[config.mk]
export PLATFORM = sky130hd
export DESIGN_NAME = bcd_countdown_timer
export DESIGN_NICKNAME = d
export VERILOG_FILES = /design/src/rtl/countdown_pkg.sv /design/src/rtl/bcd_countdown_timer_seg7.sv /design/src/rtl/bcd_countdown_timer.sv
export SDC_FILE = /design/constraint.sdc
export NUM_CORES = 1
export LEC_CHECK = 0
export BUFFER_PORTS_ARGS = -buffer_cell sky130_fd_sc_hd__buf_4
export CAP_MARGIN = 15
export CORE_MARGIN = 2
export CORE_UTILIZATION = 62
export CTS_CLUSTER_SIZE = 40
export DETAILED_ROUTE_END_ITERATION = 10
export PLACE_DENSITY = 0.88
export SLEW_MARGIN = 20
export SYNTH_ARGS = -nofsm -noshare
export SYNTH_HDL_FRONTEND = slang
export SYNTH_SLANG_ARGS = --single-unit
[constraint.sdc]
create_clock -name Clk -period 5.1 [get_ports Clk]
set_input_delay 1.02 -clock Clk [delete_from_list [all_inputs] [get_ports Clk]]
set_output_delay 1.02 -clock Clk [all_outputs]
set_load 0.005 [all_outputs]
[src/rtl/countdown_pkg.sv]
// Shared types and helpers for the BCD countdown timer: FSM state encoding,
// active-low 7-segment patterns and single-digit BCD arithmetic.
package countdown_pkg;

    typedef enum logic [1:0] {
        ST_IDLE    = 2'd0,
        ST_RUN     = 2'd1,
        ST_PAUSE   = 2'd2,
        ST_EXPIRED = 2'd3
    } state_e;

    // Segment order is {g,f,e,d,c,b,a}; a 0 lights the segment.
    localparam logic [6:0] SEG_0     = 7'b1000000;
    localparam logic [6:0] SEG_1     = 7'b1111001;
    localparam logic [6:0] SEG_2     = 7'b0100100;
    localparam logic [6:0] SEG_3     = 7'b0110000;
    localparam logic [6:0] SEG_4     = 7'b0011001;
    localparam logic [6:0] SEG_5     = 7'b0010010;
    localparam logic [6:0] SEG_6     = 7'b0000010;
    localparam logic [6:0] SEG_7     = 7'b1111000;
    localparam logic [6:0] SEG_8     = 7'b0000000;
    localparam logic [6:0] SEG_9     = 7'b0010000;
    localparam logic [6:0] SEG_BLANK = 7'b1111111;

    // Returns {borrow, digit - 1}; zero wraps to nine and raises the borrow.
    function automatic logic [4:0] bcd_digit_dec(input logic [3:0] digit);
        if (digit == 4'd0) begin
            return {1'b1, 4'd9};
        end
        return {1'b0, digit - 4'd1};
    endfunction

    function automatic logic [3:0] bcd_digit_clamp(input logic [3:0] digit);
        return (digit > 4'd9) ? 4'd9 : digit;
    endfunction

endpackage

[src/rtl/bcd_countdown_timer_seg7.sv]
// One BCD digit to active-low 7-segment decoder; non-decimal codes blank the digit.
module bcd_seg7
    import countdown_pkg::*;
(
    input  logic [3:0] digit,
    output logic [6:0] seg
);

    always_comb begin
        case (digit)
            4'd0:    seg = SEG_0;
            4'd1:    seg = SEG_1;
            4'd2:    seg = SEG_2;
            4'd3:    seg = SEG_3;
            4'd4:    seg = SEG_4;
            4'd5:    seg = SEG_5;
            4'd6:    seg = SEG_6;
            4'd7:    seg = SEG_7;
            4'd8:    seg = SEG_8;
            4'd9:    seg = SEG_9;
            default: seg = SEG_BLANK;
        endcase
    end

endmodule

[src/rtl/bcd_countdown_timer.sv]
// N-digit BCD countdown timer with prescaler, run/pause control, one-shot or
// auto-reload behaviour and per-digit active-low 7-segment outputs.
module bcd_countdown_timer
    import countdown_pkg::*;
#(
    parameter int                  CLK_HZ    = 50_000_000,
    parameter int                  TICK_HZ   = 1,
    parameter int                  DIGITS    = 2,
    parameter logic [4*DIGITS-1:0] RESET_VAL = 8'h30
) (
    input  logic                  Clk,
    input  logic                  rst,
    input  logic                  load,
    input  logic [4*DIGITS-1:0]   load_val,
    input  logic                  start,
    input  logic                  pause,
    input  logic                  auto_reload,
    output logic [4*DIGITS-1:0]   bcd,
    output logic [7*DIGITS-1:0]   seg,
    output logic                  tick,
    output logic                  done,
    output logic                  expired
);

    localparam int              DIV        = CLK_HZ / TICK_HZ;
    localparam int              PW         = $clog2(DIV);
    localparam int              W          = 4 * DIGITS;
    localparam logic [PW-1:0]   PRESC_LAST = PW'(DIV - 1);

    // Whole-value BCD decrement: the borrow ripples from the lowest digit up.
    function automatic logic [W-1:0] bcd_dec(input logic [W-1:0] value);
        logic [W-1:0] result;
        logic         borrow;
        logic [4:0]   step;
        result = value;
        borrow = 1'b1;
        for (int i = 0; i < DIGITS; i++) begin
            if (borrow) begin
                step              = bcd_digit_dec(value[4*i +: 4]);
                result[4*i +: 4]  = step[3:0];
                borrow            = step[4];
            end
        end
        return result;
    endfunction

    function automatic logic [W-1:0] bcd_clamp(input logic [W-1:0] value);
        logic [W-1:0] result;
        for (int i = 0; i < DIGITS; i++) begin
            result[4*i +: 4] = bcd_digit_clamp(value[4*i +: 4]);
        end
        return result;
    endfunction

    state_e        state_q,   state_d;
    logic [W-1:0]  bcd_q,     bcd_d;
    logic [W-1:0]  reload_q,  reload_d;
    logic [PW-1:0] presc_q,   presc_d;
    logic          tick_q,    tick_d;
    logic          done_q,    done_d;
    logic          expired_q, expired_d;
    logic [W-1:0]  bcd_next;

    assign bcd_next = bcd_dec(bcd_q);

    always_comb begin
        // NOTE: every signal gets a hold/default value first so no path leaves
        // it unassigned, which would otherwise infer a latch.
        state_d  = state_q;
        bcd_d    = bcd_q;
        reload_d = reload_q;
        presc_d  = presc_q;
        tick_d   = 1'b0;
        done_d   = 1'b0;

        if (load) begin
            bcd_d    = bcd_clamp(load_val);
            reload_d = bcd_clamp(load_val);
            presc_d  = '0;
            state_d  = ST_IDLE;
        end else begin
            case (state_q)
                ST_IDLE, ST_PAUSE: begin
                    if (!pause && start) begin
                        if (bcd_q == '0) begin
                            state_d = ST_EXPIRED;
                            done_d  = 1'b1;
                        end else begin
                            state_d = ST_RUN;
                        end
                    end
                end
                ST_RUN: begin
                    if (pause) begin
                        state_d = ST_PAUSE;
                    end else if (presc_q == PRESC_LAST) begin
                        presc_d = '0;
                        tick_d  = 1'b1;
                        if (bcd_q == '0) begin
                            // Parked at zero in auto-reload: restart from the reload value.
                            if (auto_reload && reload_q != '0) begin
                                bcd_d = reload_q;
                            end else begin
                                state_d = ST_EXPIRED;
                            end
                        end else begin
                            bcd_d = bcd_next;
                            if (bcd_next == '0) begin
                                done_d = 1'b1;
                                if (!auto_reload || reload_q == '0) begin
                                    state_d = ST_EXPIRED;
                                end
                            end
                        end
                    end else begin
                        presc_d = presc_q + 1'b1;
                    end
                end
                default: ;
            endcase
        end

        expired_d = (state_d == ST_EXPIRED);
    end

    always_ff @(posedge Clk) begin
        // NOTE: registered state uses non-blocking assignments so every flop
        // samples the pre-edge value regardless of statement order.
        if (!rst) begin
            state_q   <= ST_IDLE;
            bcd_q     <= RESET_VAL;
            reload_q  <= RESET_VAL;
            presc_q   <= '0;
            tick_q    <= 1'b0;
            done_q    <= 1'b0;
            expired_q <= 1'b0;
        end else begin
            state_q   <= state_d;
            bcd_q     <= bcd_d;
            reload_q  <= reload_d;
            presc_q   <= presc_d;
            tick_q    <= tick_d;
            done_q    <= done_d;
            expired_q <= expired_d;
        end
    end

    for (genvar i = 0; i < DIGITS; i++) begin : g_digit
        bcd_seg7 u_seg7 (
            .digit (bcd_q[4*i +: 4]),
            .seg   (seg[7*i +: 7])
        );
    end

    assign bcd     = bcd_q;
    assign tick    = tick_q;
    assign done    = done_q;
    assign expired = expired_q;

endmodule

==> out/qor.yml, run 1 <==
status: "complete, no violations"
worst_pin_slew_ps: 905
hold_path_class: "flip-flop to flip-flop"
first_iter_violations: 194
ys_ff_latch: 61
synth_edf_count: 0
drc: 0
root_buffer: "clkbuf_8"
fill_cells: 359
grt.total_usage: 0.259
required_ps: 5390
skew_ps: 13.7
max_freq_mhz: 270
slowest_stage: "or4b_4"
arrival_ps: 3990
antenna_found_initial: 0
cts_buffer_depth: 2
initial_core_util: 0.638
place.gp.congestion: 0.838
port-buffer-count: 38
finalSetupTns_ps: 0
power_density_nw_per_um2: 303
layout_setup_ws_ps: 1400
vias: 2601
cts_resized: 0
num-nets-final: 408
post_cts_buffers: 0
diodes: 0
io_pins: 39
layout-drive-gt1-share: 0.176
slew_viol_final: 0
post-place-ws_ps: 1100
via_per_inst: 5.91
areaGrowthSynthToFinish_pct: 17.1
rsz0062_at_grt: "no"
crit_family: "simple AND/OR/NAND/NOR gates"
synth_cells: 342
avgSynthCellArea_um2: 8.75
yosysSeqAreaShare: 0.408
htree_levels: 3
finalCriticalPeriod_ps: 3700
wl_per_cell_um: 14.6
multiInputGateArea_um2: 1670
grt_pass1_vias: 2401
layout_common_cells: "dfxtp_1, nor2_1, buf_4"
max-cap-violations: 0
r2r_setup_slack_ps: 1770
synth_ff_type: "dfxtp_1"
critical_path.max_stage_delay_ps: 590
synth.distinct_cells: 57
post-route-util: 0.747
fin_crit_sh: 0.725
clk-insertion-delay-late_ps: 350
row_count: 25
hold_viol: 0
crit_chain: "buf_4, or3b_4, or4b_4, a211oi_2, o221a_2, mux2i_1, o211ai_1, inv_1, ha_1, inv_1, nor3_1, mux2i_1, o22a_1"
grt_max_degree: 25
final_common_cell: "dfxtp_1"
die_area_um2: 5400
fp.dieW_um: 73.5
coreArea_um2: 4690
die_y_um: 73.5
grt_pass1_wl_mm: 10.7
synth_warnings: 0
cp_max_fo: 5
grt-ovfl-total: 0
holdWs_ps: 479
criticalPathCategory: "input port to flip-flop"
seqCellArea_um2: 1220
vdd_drop_max_mv: 0.229
wl_mm: 6.42
cts_tree: "built"
cts.sinks: 61
syn-cell-area_um2: 2990
hpwl_mm: 4.61
ys_async_sr_fraction: 0
synthesis.nets: 367
path_clk_slew_ps: 70
startpoint_type: "input port"
p_leak_nw: 1.37
cts_made_buffers: 9
hold_buffers: 0
detail_route.first_pass.iterations: 4
slew_headroom: 0.395
finalSetupViolCount: 0
drtAntennaViolNets: 0
critPathBufInv: 3
cp-end-kind: "flip-flop"
==> state kept, by name, indices dropped and copies added (netlist names) <==
signal,cells
presc_q,26
g_digit.u_seg7.seg,14
bcd,8
reload_q,8
state_q,2
done,1
expired,1
tick,1
==> where the power goes <==
part / switching [mW] / internal (mW)
clock network: 0.176 / 0.260
logic: 0.0611 / 0.0565
registers: 0.0131 / 0.496
==> synth_stat cells (4+ instances only) <==
library cell  number  share of area
mux2i_1           10          0.033
nand2_1           36          0.045
nor2_1            44          0.055
inv_1             15          0.019
xor2_1            14          0.041
o21a_1             5          0.013
o21ai_0            8          0.013
xnor2_1           10          0.029
nand4_1            8          0.017
a21oi_1           18          0.030
or4_1              6          0.015
o21bai_1           4          0.010
ha_1              11          0.046
dfxtp_1           61           0.41
or3_1              4         0.0084
and3_1             6          0.013
nand3_1            9          0.015
nor4_1             6          0.013
o211ai_1           4          0.010
nor3_1             5         0.0084
clkbuf_1           6         0.0075
==> area by class of cell <==
type | instances | area share
repair buffers | 38 | 0.0814
well taps | 54 | 0.0193
flip-flops and latches | 61 | 0.348
inverters | 17 | 0.0182
clock inverters | 1 | 0.00857
clock buffers | 13 | 0.0482
multi-input cells | 256 | 0.476
==> cells by family (layout without fill, tap and decap cells) <==
logic type	count (synthesis)	count (layout)	share of synthesized area
buf+inv	25	69	0.0343
compound gates	65	65	0.159
flops	61	61	0.408
fa+ha+maj	11	11	0.0460
xor+xnor	24	24	0.0702
simple gates	145	145	0.245
mux	11	11	0.0372
==> layer usage <==
metal | global-route usage | vias up | share of wire
li1 | - | 1298 | -
met1 | 0.332 | 1214 | 0.45
met2 | 0.399 | 79 | 0.47
met3 | 0.0988 | 10 | 0.059
met4 | 0.0929 | 0 | 0.019
met5 | 0 | - | 0
==> per-stage QoR <==
stage / cells / power, mW / cell area (um2)
2_1_floorplan: 342 / 0.588 / 2990
3_5_place_dp: 426 / 0.636 / 3310
5_1_grt: 440 / 1.10 / 3510
6_report: 440 / 1.06 / 3510
3_3_place_gp: 426 / 0.632 / 3310
4_1_cts: 440 / 1.07 / 3510
==> worst min-delay path, stage by stage (launching register included) <==
cell and delay, ps:
dfxtp_1 310, inv_1 70, a21oi_1 60
==> worst paths after layout <==
kind	end	cells after the start	startpoint
worst min register to register	reload_q[0]	2	reload_q[0]
worst max register to register	g_digit[1].u_seg7.seg[4]	12	state_q[0]
worst max-delay path	g_digit[1].u_seg7.seg[4]	13	pause
worst min-delay path	reload_q[0]	2	reload_q[0]
(Power assumes the default switching activity.)
==> inputs of run 2 (changes only) <==
- ABC_AREA: unset -> 1
- CORE_UTILIZATION: 62 -> 53
- PLACE_DENSITY: 0.88 -> 0.79
- clock period: 5.1 -> 3.05 ns (I/O delays scaled with it)
==> out/qor.yml, run 2 <==
row_count: 29
skew_ps: 7.06
via_per_inst: 5.32
startpoint_type: "flip-flop"
finalSetupTns_ps: 0
place_inst: 589
largest_reg_flops: 26
slew_headroom: 0.728
antenna_found_initial: 0
die_area_um2: 7300
criticalPathCategory: "flip-flop to flip-flop"
synth_warnings: 0
max_freq_mhz: 388
max-cap-violations: 0
port-buffer-count: 38
synth_common_cells: "nand2_1, inv_1, dfxtp_1"
final_common_cell: "nand2_1"
synth.distinct_cells: 44
coreArea_um2: 6390
cts_resized: 0
slew_viol_final: 0
areaGrowthSynthToFinish_pct: 16.2
arrival_ps: 2820
cts_made_buffers: 9
hpwl_mm: 5.76
ys_async_sr_fraction: 0
fp.dieW_um: 85.4
detail_route.first_pass.iterations: 4
finalSetupViolCount: 0
grt_max_degree: 23
synth.area.top_cells: "dfxtp_1, nand2_1, inv_1"
fin_crit_sh: 0.844
hold_path_class: "flip-flop to flip-flop"
drc: 0
synth.top_cell.area_share: 0.347
holdWs_ps: 486
synth_most_common_cell: "nand2_1"
yosysSeqAreaShare: 0.347
vias: 3221
place.gp.congestion: 0.880
drtAntennaViolNets: 0
cts_tree: "built"
clk-insertion-delay-late_ps: 350
top_register: "presc_q"
synthesis.nets: 504
dpl-instance-area_um2: 3860
design_area_um2: 4090
post_cts_buffers: 0
ys_ff_latch: 61
layout-drive-gt1-share: 0.210
hold_buffers: 0
initial_core_util: 0.550
rsz0062_at_grt: "no"
final_cells: 605
grt_pass1_vias: 3111
worst_pin_slew_ps: 405
num-nets-final: 548
p_leak_nw: 1.89
cts.sinks: 61
diodes: 0
grt.total_usage: 0.229
synth_ff_type: "dfxtp_1"
io_pins: 39
status: "complete, no violations"
die_y_um: 85.4
required_ps: 3300
syn-cell-area_um2: 3510
cts_buffer_depth: 2
synth_cells: 479
root_buffer: "clkbuf_8"
avgSynthCellArea_um2: 7.34
cp-end-kind: "flip-flop"
vdd_drop_max_mv: 0.294
wl_per_cell_um: 13.0
layout_common_cells: "nand2_1, inv_1, dfxtp_1"
path_clk_slew_ps: 70
yosys.area.top_type: "dfxtp_1"
hold_viol: 0
wl_mm: 7.86
post-place-ws_ps: 376
finalCriticalPeriod_ps: 2570
grt-ovfl-total: 0
layout_setup_ws_ps: 476
grt_pass1_wl_mm: 13.5
htree_levels: 3
first_iter_violations: 122
cp_max_fo: 11
synth_edf_count: 0
power_density_nw_per_um2: 486
[run 2: cell count changes after synthesis, moves of 11 or more]
| cell | delta |
|---|---|
| nand2_1 | +68 |
| inv_1 | +47 |
| nand3_1 | +27 |
| nand2_2 | +14 |
| nand3_4 | +11 |
| nor2_1 | +11 |
| xor2_1 | -11 |
[run 2: metal layers]
| layer | vias to the layer above | track usage | part of all wire |
|---|---|---|---|
| met4 | 0 | 0.118 | 0.025 |
| met3 | 17 | 0.0389 | 0.031 |
| met2 | 66 | 0.390 | 0.49 |
| li1 | 1641 | - | - |
| met5 | - | 0 | 0 |
| met1 | 1497 | 0.276 | 0.45 |
[run 2: layout make-up]
cell class / instances / area (um2)
tap: 77 / 96.3
sequential: 61 / 1220
timing repair buffer: 41 / 308
multi-input combinational: 344 / 1980
fill: 560 / 2300
clock buffer: 12 / 155
clock inverter: 4 / 70.1
inverter: 66 / 251
[run 2: per-stage QoR]
stage | util | total power [mW]
detailed placement | 0.604 | 1.17
CTS | 0.640 | 1.99
floorplan | - | 1.06
finish | 0.640 | 1.98
global route | 0.640 | 2.06
global placement | 0.604 | 1.16
[run 2: worst paths after layout]
path          startpoint                       end  slack [ps]  cells after the start
max           presc_q[1]  g_digit[1].u_seg7.seg[3]         480                     14
min          presc_q[15]               presc_q[15]         490                      2
max reg2reg   presc_q[1]  g_digit[1].u_seg7.seg[3]         480                     14
min reg2reg  presc_q[15]               presc_q[15]         490                      2
[run 2: critical path, cell delays in order (launching register included)]
cell and delay, ps:
dfxtp_1 380, ha_1 190, nand2_1 90, inv_1 140, nand3_4 90, nor2_4 170, nand3_4 250, nand3_2 160
nand2_1 100, nor2_2 240, ha_1 280, inv_1 60, nand4_1 140, nand3_1 140, nand2_2 50
[run 2: logic make-up (layout without fill, tap and decap cells)]
kind of cell               Yosys count  in the layout  synth area share
buffers and inverters               74            123            0.0883
and+or+nand+nor                    274            274             0.423
AOI/OAI and AO/OA                   55             55            0.0926
DFF                                 61             61             0.347
adders and majority gates           11             11            0.0392
xor gates and xnor gates             4              4           0.00997
[run 2: power breakdown]
group	total, mW	internal [mW]	switching [mW]
Clock	0.828	0.502	0.326
Combinational	0.293	0.124	0.169
Sequential	0.863	0.839	0.0238
